<file path="config.mk">
export PLATFORM = sky130hd
export DESIGN_NAME = shift_sub_divider
export DESIGN_NICKNAME = d
export VERILOG_FILES = /design/src/rtl/div_pkg.sv /design/src/rtl/div_step.sv /design/src/rtl/shift_sub_divider.sv
export SDC_FILE = /design/constraint.sdc
export NUM_CORES = 1
export LEC_CHECK = 0
export BUFFER_PORTS_ARGS = -buffer_cell sky130_fd_sc_hd__buf_2
export CAP_MARGIN = 20
export CORE_MARGIN = 3
export CORE_UTILIZATION = 30
export CTS_BUF_LIST = sky130_fd_sc_hd__clkbuf_2
export CTS_CLUSTER_DIAMETER = 50
export DETAILED_ROUTE_END_ITERATION = 10
export PLACE_DENSITY = 0.48
export SLEW_MARGIN = 20
export SYNTH_ARGS = -nofsm -noshare
export SYNTH_HDL_FRONTEND = slang
export SYNTH_HIERARCHICAL = 1
export SYNTH_SLANG_ARGS = --single-unit
</file>
<file path="constraint.sdc">
create_clock -name clk -period 3.3 [get_ports clk]
set_input_delay 0.66 -clock clk [delete_from_list [all_inputs] [get_ports clk]]
set_output_delay 0.66 -clock clk [all_outputs]
set_load 0.1 [all_outputs]
</file>
<file path="src/rtl/div_pkg.sv">
// Shared types and constants for the shift-subtract divider.
// Latency: n/a (declarations only).
// Backpressure: n/a.
package div_pkg;

    localparam int DIV_DW = 16;
    localparam int DIV_VW = 8;
    localparam int DIV_CW = $clog2(DIV_DW);

    // Quotient reported when the divisor is zero
    localparam logic [DIV_DW-1:0] DBZ_QUOTIENT = '1;

    typedef enum logic [1:0] {
        IDLE = 2'd0,
        RUN  = 2'd1,
        DONE = 2'd2
    } state_t;

endpackage

</file>
<file path="src/rtl/div_step.sv">
// One restoring-division iteration: shift in the next dividend bit, trial-subtract.
// Latency: combinational.
// Backpressure: none.
module div_step #(
    parameter int VW = 8
) (
    input  logic [VW:0]   r_in,
    input  logic          q_msb,
    input  logic [VW-1:0] d,
    output logic [VW:0]   r_out,
    output logic          q_bit
);

    logic [VW:0] r_sh;
    logic [VW:0] d_ext;

    // Shift the partial remainder, then subtract the divisor only if it fits
    always_comb begin
        r_sh  = {r_in[VW-1:0], q_msb};
        d_ext = {1'b0, d};
        if (r_sh >= d_ext) begin
            r_out = r_sh - d_ext;
            q_bit = 1'b1;
        end else begin
            r_out = r_sh;
            q_bit = 1'b0;
        end
    end

endmodule

</file>
<file path="src/rtl/shift_sub_divider.sv">
// Sequential restoring divider, one quotient bit per clock.
// Latency: DW+1 cycles from accepted start to done (1 cycle on divide-by-zero).
// Backpressure: start is ignored while busy; a start in the done cycle is accepted.
module shift_sub_divider
    import div_pkg::*;
#(
    parameter int DW = DIV_DW,
    parameter int VW = DIV_VW
) (
    input  logic          clk,
    input  logic          clr_n,
    input  logic          start,
    input  logic [DW-1:0] dividend,
    input  logic [VW-1:0] divisor,
    output logic          busy,
    output logic          done,
    output logic          dbz,
    output logic [DW-1:0] quotient,
    output logic [VW-1:0] remainder
);

    localparam int CW = $clog2(DW);
    localparam logic [CW-1:0] LAST_ITER = CW'(DW - 1);

    state_t        state_q, state_d;
    logic [CW-1:0] cnt_q, cnt_d;
    logic [VW:0]   r_q, r_d;
    logic [DW-1:0] q_q, q_d;
    logic [VW-1:0] d_q, d_d;
    logic          busy_q, busy_d;
    logic          done_q, done_d;
    logic          dbz_q, dbz_d;
    logic [DW-1:0] quotient_q, quotient_d;
    logic [VW-1:0] remainder_q, remainder_d;

    logic [VW:0]   step_r;
    logic          step_bit;

    div_step #(.VW(VW)) u_step (
        .r_in  (r_q),
        .q_msb (q_q[DW-1]),
        .d     (d_q),
        .r_out (step_r),
        .q_bit (step_bit)
    );

    // Next-state and datapath: capture on start, iterate in RUN, publish on the last step
    always_comb begin
        state_d     = state_q;
        cnt_d       = cnt_q;
        r_d         = r_q;
        q_d         = q_q;
        d_d         = d_q;
        busy_d      = busy_q;
        done_d      = 1'b0;
        dbz_d       = dbz_q;
        quotient_d  = quotient_q;
        remainder_d = remainder_q;

        case (state_q)
            IDLE, DONE: begin
                busy_d  = 1'b0;
                state_d = IDLE;
                if (start) begin
                    d_d         = divisor;
                    q_d         = dividend;
                    r_d         = '0;
                    cnt_d       = '0;
                    dbz_d       = 1'b0;
                    quotient_d  = '0;
                    remainder_d = '0;
                    if (divisor == '0) begin
                        // Nothing to iterate: report immediately
                        state_d     = DONE;
                        done_d      = 1'b1;
                        dbz_d       = 1'b1;
                        quotient_d  = DW'(DBZ_QUOTIENT);
                        remainder_d = '0;
                    end else begin
                        state_d = RUN;
                        busy_d  = 1'b1;
                    end
                end
            end
            RUN: begin
                r_d   = step_r;
                q_d   = {q_q[DW-2:0], step_bit};
                cnt_d = cnt_q + 1'b1;
                if (cnt_q == LAST_ITER) begin
                    // Final R[VW] is always clear, so the low bits are the remainder
                    state_d     = DONE;
                    busy_d      = 1'b0;
                    done_d      = 1'b1;
                    quotient_d  = {q_q[DW-2:0], step_bit};
                    remainder_d = step_r[VW-1:0];
                end
            end
            default: begin
                state_d = IDLE;
                busy_d  = 1'b0;
            end
        endcase
    end

    // State and output registers with synchronous active-low clear
    always_ff @(posedge clk) begin
        if (!clr_n) begin
            state_q     <= IDLE;
            cnt_q       <= '0;
            r_q         <= '0;
            q_q         <= '0;
            d_q         <= '0;
            busy_q      <= 1'b0;
            done_q      <= 1'b0;
            dbz_q       <= 1'b0;
            quotient_q  <= '0;
            remainder_q <= '0;
        end else begin
            state_q     <= state_d;
            cnt_q       <= cnt_d;
            r_q         <= r_d;
            q_q         <= q_d;
            d_q         <= d_d;
            busy_q      <= busy_d;
            done_q      <= done_d;
            dbz_q       <= dbz_d;
            quotient_q  <= quotient_d;
            remainder_q <= remainder_d;
        end
    end

    assign busy      = busy_q;
    assign done      = done_q;
    assign dbz       = dbz_q;
    assign quotient  = quotient_q;
    assign remainder = remainder_q;

endmodule

</file>
==> results.yml, run 1 <==
finish:
  layout_common_cells: "dfxtp_1, buf_2, nand2_1, nor3_1, a21boi_0"
  layout-drive-gt1-share_pct: 22.0
  antenna_cells: 0
  ff_latch_area_mm2: 0.00130
  nNetsFinal: 437
  final_common_cell: "dfxtp_1"
  fillCellCount: 1067
  fin_util_pct: 36.3
  area_delta_synth_final_pct: 17.3
  multi_input_area_mm2: 0.00157
global_route:
  grt_util_all_layers_pct: 14.3
  antenna_found_initial: 0
  grt_max_degree: 43
  grt_pass1_vias: 2640
  grt-ovfl-total: 0
  grt_pass1_wl_mm: 12.9
timing:
  fin_worst_skew_ps: 28.2
  max-slew-margin-rel_pct: 60.8
  drv_slew: 0
  period_minus_slack_ps: 2560
  rsz0062_at_grt: "false"
  post-route-period-util_pct: 77.5
  maxClockFrequency_mhz: 391
  tns_ps: 0
  worst_slew_pin_slew_ps: 588
  whs_ps: 411
  hold_viol_final: 0
  setup_viol: 0
worst_setup_path:
  crit_required_ps: 3690
  r2r_setup_slack_ps: 740
  cp-start-kind: "register"
  worstSetupPathType: "reg2reg"
  r2r_start: "d_q[4]"
  arrival_ps: 2950
  cp_max_fo: 9
  worstReg2RegEnd: "r_q[4]"
  reg2reg_depth: 9
  critPathCaptureType: "register"
floorplan:
  die_h_um: 106
  initial_core_util_pct: 31.0
  dieWidth_um: 106
  core_mm2: 0.00977
  die_area_mm2: 0.0113
  ios: 54
  rows: 36
clocking:
  cts_tree: "done"
  h-tree-depth: 3
  cts.sinks: 65
  cts_resized: 0
  path_clk_slew_ps: 190
  insertion_delay_ps: 500
  root_buffer: "clkbuf_2"
  clockBufferDepth: 2
  ctsHoldBuffers: 0
  numCtsBuffers: 9
  cts_setup_buffers: 0
worst_hold_path:
  worstHoldPathType: "in2reg"
  min_to: "d_q[7]"
  min_path_cells: 3
  hold_start: "divisor[7]"
power_and_ir_drop:
  p_leak_nw: 1.48
  powerDensity_mw_per_mm2: 673
  irDropWorstVdd_mv: 0.205
run_status:
  status: "complete, no violations"
route:
  dr.pass1.iters: 4
  vias: 2581
  first_iter_violations: 128
  viasPerCell: 4.80
  wl_per_cell_um: 14.2
  drcViolationCount: 0
  ant_nets: 0
  drt-total-wl_mm: 7.64
synth:
  ys.warnings.count: 6
  avgSynthCellArea_um2: 8.55
  syn_inst: 354
  syn_area_mm2: 0.00303
  synth.net_count: 391
placed_design:
  gp_congestion: 0.791
  io_buffers: 53
  dpl.hpwl_mm: 5.42
run:
  max-cap-violations: 0
==> state kept, by name, summed over array words and instances, names as in the netlist <==
signal,count
d_q,8
busy,1
state_q,2
q_q,16
done,1
dbz,1
quotient,16
cnt_q,4
remainder,8
r_q,8
==> worst max-delay path by stage <==
stage | startpoint | endpoint | slack (ps) | cells after the start
after global routing | d_q[1] | r_q[3] | 540 | 9
final | d_q[4] | r_q[4] | 740 | 9
after global placement | d_q[4] | r_q[3] | 830 | 9
after floorplan | d_q[4] | r_q[5] | 960 | 10
after detailed placement | d_q[4] | r_q[3] | 780 | 9
after CTS | d_q[4] | r_q[3] | 740 | 9
==> cell type report <==
type | count | share of cell area (%)
timing repair buffer | 60 | 8.95
sequential | 65 | 36.6
multi-input combinational | 251 | 44.2
clock inverter | 7 | 2.89
inverter | 13 | 1.37
tap | 133 | 4.68
clock buffer | 9 | 1.27
==> where the power goes <==
part           switching [W]  leakage [nW]  internal, W
combinational       0.000548         0.864     0.000369
sequential         0.0000517         0.532     0.000850
clock               0.000315        0.0827     0.000257
total               0.000914          1.48      0.00148
==> routing by layer <==
layer | up-vias | track usage (%) | part of all wire (%)
met5 | - | 0 | 0
met4 | 0 | 5.57 | 1.3
met3 | 8 | 3.22 | 4.2
met2 | 49 | 21.4 | 43
met1 | 1201 | 19.8 | 51
li1 | 1323 | - | -
==> critical path, cell delays in order, from the launching register on <==
cell	delay (ps)
dfxtp_1	380
inv_1	50
ha_1	310
a21o_1	230
o21bai_1	160
a211o_1	350
or2_1	410
mux2_4	360
a22oi_1	180
nor2b_1	60
==> metrics by stage <==
stage | cells | setup WS [ps] | cell area (um^2) | total power (W)
finish | 538 | 742 | 3550 | 0.00239
CTS | 538 | 744 | 3550 | 0.00242
detailed placement | 522 | 777 | 3400 | 0.00182
floorplan | 354 | 961 | 3030 | 0.00167
global placement | 522 | 830 | 3400 | 0.00182
global route | 538 | 539 | 3550 | 0.00256
Note: power is estimated with default switching activity, not from simulation.
==> inputs of run 2 (changes only) <==
--- a/config.mk
+++ b/config.mk
@@ -12,7 +12,7 @@
 export CTS_BUF_LIST = sky130_fd_sc_hd__clkbuf_2
 export CTS_CLUSTER_DIAMETER = 50
 export DETAILED_ROUTE_END_ITERATION = 10
-export PLACE_DENSITY = 0.48
+export PLACE_DENSITY = 0.5
 export SLEW_MARGIN = 20
 export SYNTH_ARGS = -nofsm -noshare
 export SYNTH_HDL_FRONTEND = slang
==> constraint.sdc (replaced) <==
create_clock -name clk -period 2.19 [get_ports clk]
set_input_delay 0.438 -clock clk [delete_from_list [all_inputs] [get_ports clk]]
set_output_delay 0.438 -clock clk [all_outputs]
set_load 0.1 [all_outputs]
==> results.yml, run 2 (synthesis results as in run 1) <==
timing:
  worst_slew_pin_slew_ps: 529
  hold_viol_final: 0
  fin_worst_skew_ps: 28.6
  setup_slack_ps: 51.4
  setup_viol: 0
  maxClockFrequency_mhz: 468
  drv_slew: 0
  max-slew-margin-rel_pct: 64.7
  period_minus_slack_ps: 2140
  tns_ps: 0
  rsz0062_at_grt: "true"
  whs_ps: 161
  post-route-period-util_pct: 97.7
worst_setup_path:
  cp_max_fo: 5
  worstReg2RegEnd: "r_q[3]"
  crit_chain: "inv_1 -> ha_1 -> and3_4 -> a211o_1 -> or2_4 -> mux2_4 -> a22oi_1 -> nor2b_1"
  cp-start-kind: "register"
  worstSetupPathType: "reg2reg"
  arrival_ps: 2560
  max_stage_delay_ps: 370
  r2r_start: "d_q[7]"
  r2r_setup_slack_ps: 50
  critPathCaptureType: "register"
  critPathSlowestCell: "dfxtp_2"
  reg2reg_depth: 8
  crit_required_ps: 2610
global_route:
  grt_max_degree: 42
  grt_util_all_layers_pct: 15.1
  grt-ovfl-total: 0
  grt_pass1_wl_mm: 13.7
  antenna_found_initial: 0
  grt_pass1_vias: 2754
clocking:
  insertion_delay_ps: 530
  numCtsBuffers: 9
  cts.sinks: 65
  h-tree-depth: 3
  path_clk_slew_ps: 200
  clockBufferDepth: 2
  cts_tree: "done"
  root_buffer: "clkbuf_2"
floorplan:
  core_mm2: 0.00977
  dieWidth_um: 106
  ios: 54
  die_area_mm2: 0.0113
  rows: 36
  die_h_um: 106
  initial_core_util_pct: 31.0
route:
  viasPerCell: 4.79
  drcViolationCount: 0
  drt-total-wl_mm: 8.23
  first_iter_violations: 158
  dr.pass1.iters: 4
  vias: 2712
  ant_nets: 0
  wl_per_cell_um: 14.5
worst_hold_path:
  worstHoldPathType: "in2reg"
  min_to: "d_q[6]"
  hold_start: "divisor[6]"
  min_path_cells: 3
power_and_ir_drop:
  netSwitchingFraction_pct: 39.2
  p_int_w: 0.00246
  switchingPower_w: 0.00158
  irDropWorstVdd_mv: 0.379
  power_frac_seq_pct: 33.7
  total_power_w: 0.00404
  combPwrFrac_pct: 46.1
  powerDensity_mw_per_mm2: 1050
  p_leak_nw: 1.62
  clockPowerShare_pct: 20.2
finish:
  layout_common_cells: "dfxtp_1, buf_2, nand2_1, nor3_1, buf_4"
  layout-drive-gt1-share_pct: 32.8
  area_delta_synth_final_pct: 27.4
  nNetsFinal: 465
  final_common_cell: "dfxtp_1"
  fillCellCount: 1072
  fin_util_pct: 39.5
  antenna_cells: 0
run:
  max-cap-violations: 0
placed_design:
  gp_congestion: 0.846
  io_buffers: 53
  dpl.hpwl_mm: 5.79
  dp_slack_ps: -48.5
run_status:
  status: "complete, no violations"
[run 2: layout make-up]
type / instances / area, um^2 / share of cell area [%]
tap: 133 / 166 / 4.31
multi-input combinational: 251 / 1680 / 43.4
sequential: 65 / 1310 / 34.0
inverter: 13 / 48.8 / 1.26
clock buffer: 9 / 45.0 / 1.17
timing repair buffer: 88 / 528 / 13.7
clock inverter: 7 / 83.8 / 2.17
[run 2: worst max-delay path: cells and delay by family, from the launching register on]
| kind | cells | cell delay [ps] |
|---|---|---|
| AND/OR/NAND/NOR | 3 | 540 |
| AO/OA/AOI/OAI | 2 | 470 |
| flip-flops | 1 | 370 |
| adder cells (fa/ha/maj) | 1 | 320 |
| multiplexers | 1 | 320 |
| buffers and inverters | 1 | 40 |
[run 2: worst max-delay path by stage]
stage	start	to	slack, ps
3_3_place_gp	r_q[3]	r_q[0]	-60
4_1_cts	r_q[2]	r_q[0]	0.4
5_1_grt	r_q[3]	r_q[0]	-50
6_report	d_q[7]	r_q[3]	50
2_1_floorplan	d_q[5]	r_q[5]	-40
3_5_place_dp	r_q[3]	r_q[4]	-50
[run 2: power groups by stage]
stage          Sequential (W)  Combinational, W  Clock, W
2_1_floorplan         0.00153           0.00101         0
3_3_place_gp          0.00138           0.00164         0
3_5_place_dp          0.00138           0.00166         0
4_1_cts               0.00135           0.00169  0.000844
5_1_grt               0.00137           0.00205  0.000889
6_report              0.00136           0.00186  0.000816
[run 2: stage by stage]
step | instance area [um^2] | std cells
after floorplan | 3040 | 354
after global placement | 3620 | 549
after detailed placement | 3620 | 549
after CTS | 3760 | 565
after global routing | 3860 | 566
final | 3860 | 566
[run 2: per-layer routing]
metal / GRT usage, % / part of all wire (%) / up-vias
li1: - / - / 1383
met1: 21.3 / 52 / 1276
met2: 23.1 / 44 / 44
met3: 2.61 / 2.8 / 9
met4: 5.75 / 1.4 / 0
met5: 0 / 0 / -
[run 2: timing repair]
action / in CTS / in global routing
setup buffers: 0 / 1
hold buffers: 0 / 0
endpoints found under the setup margin: 10 / 15
resized for setup: 2 / 26
pin swaps: 0 / 4
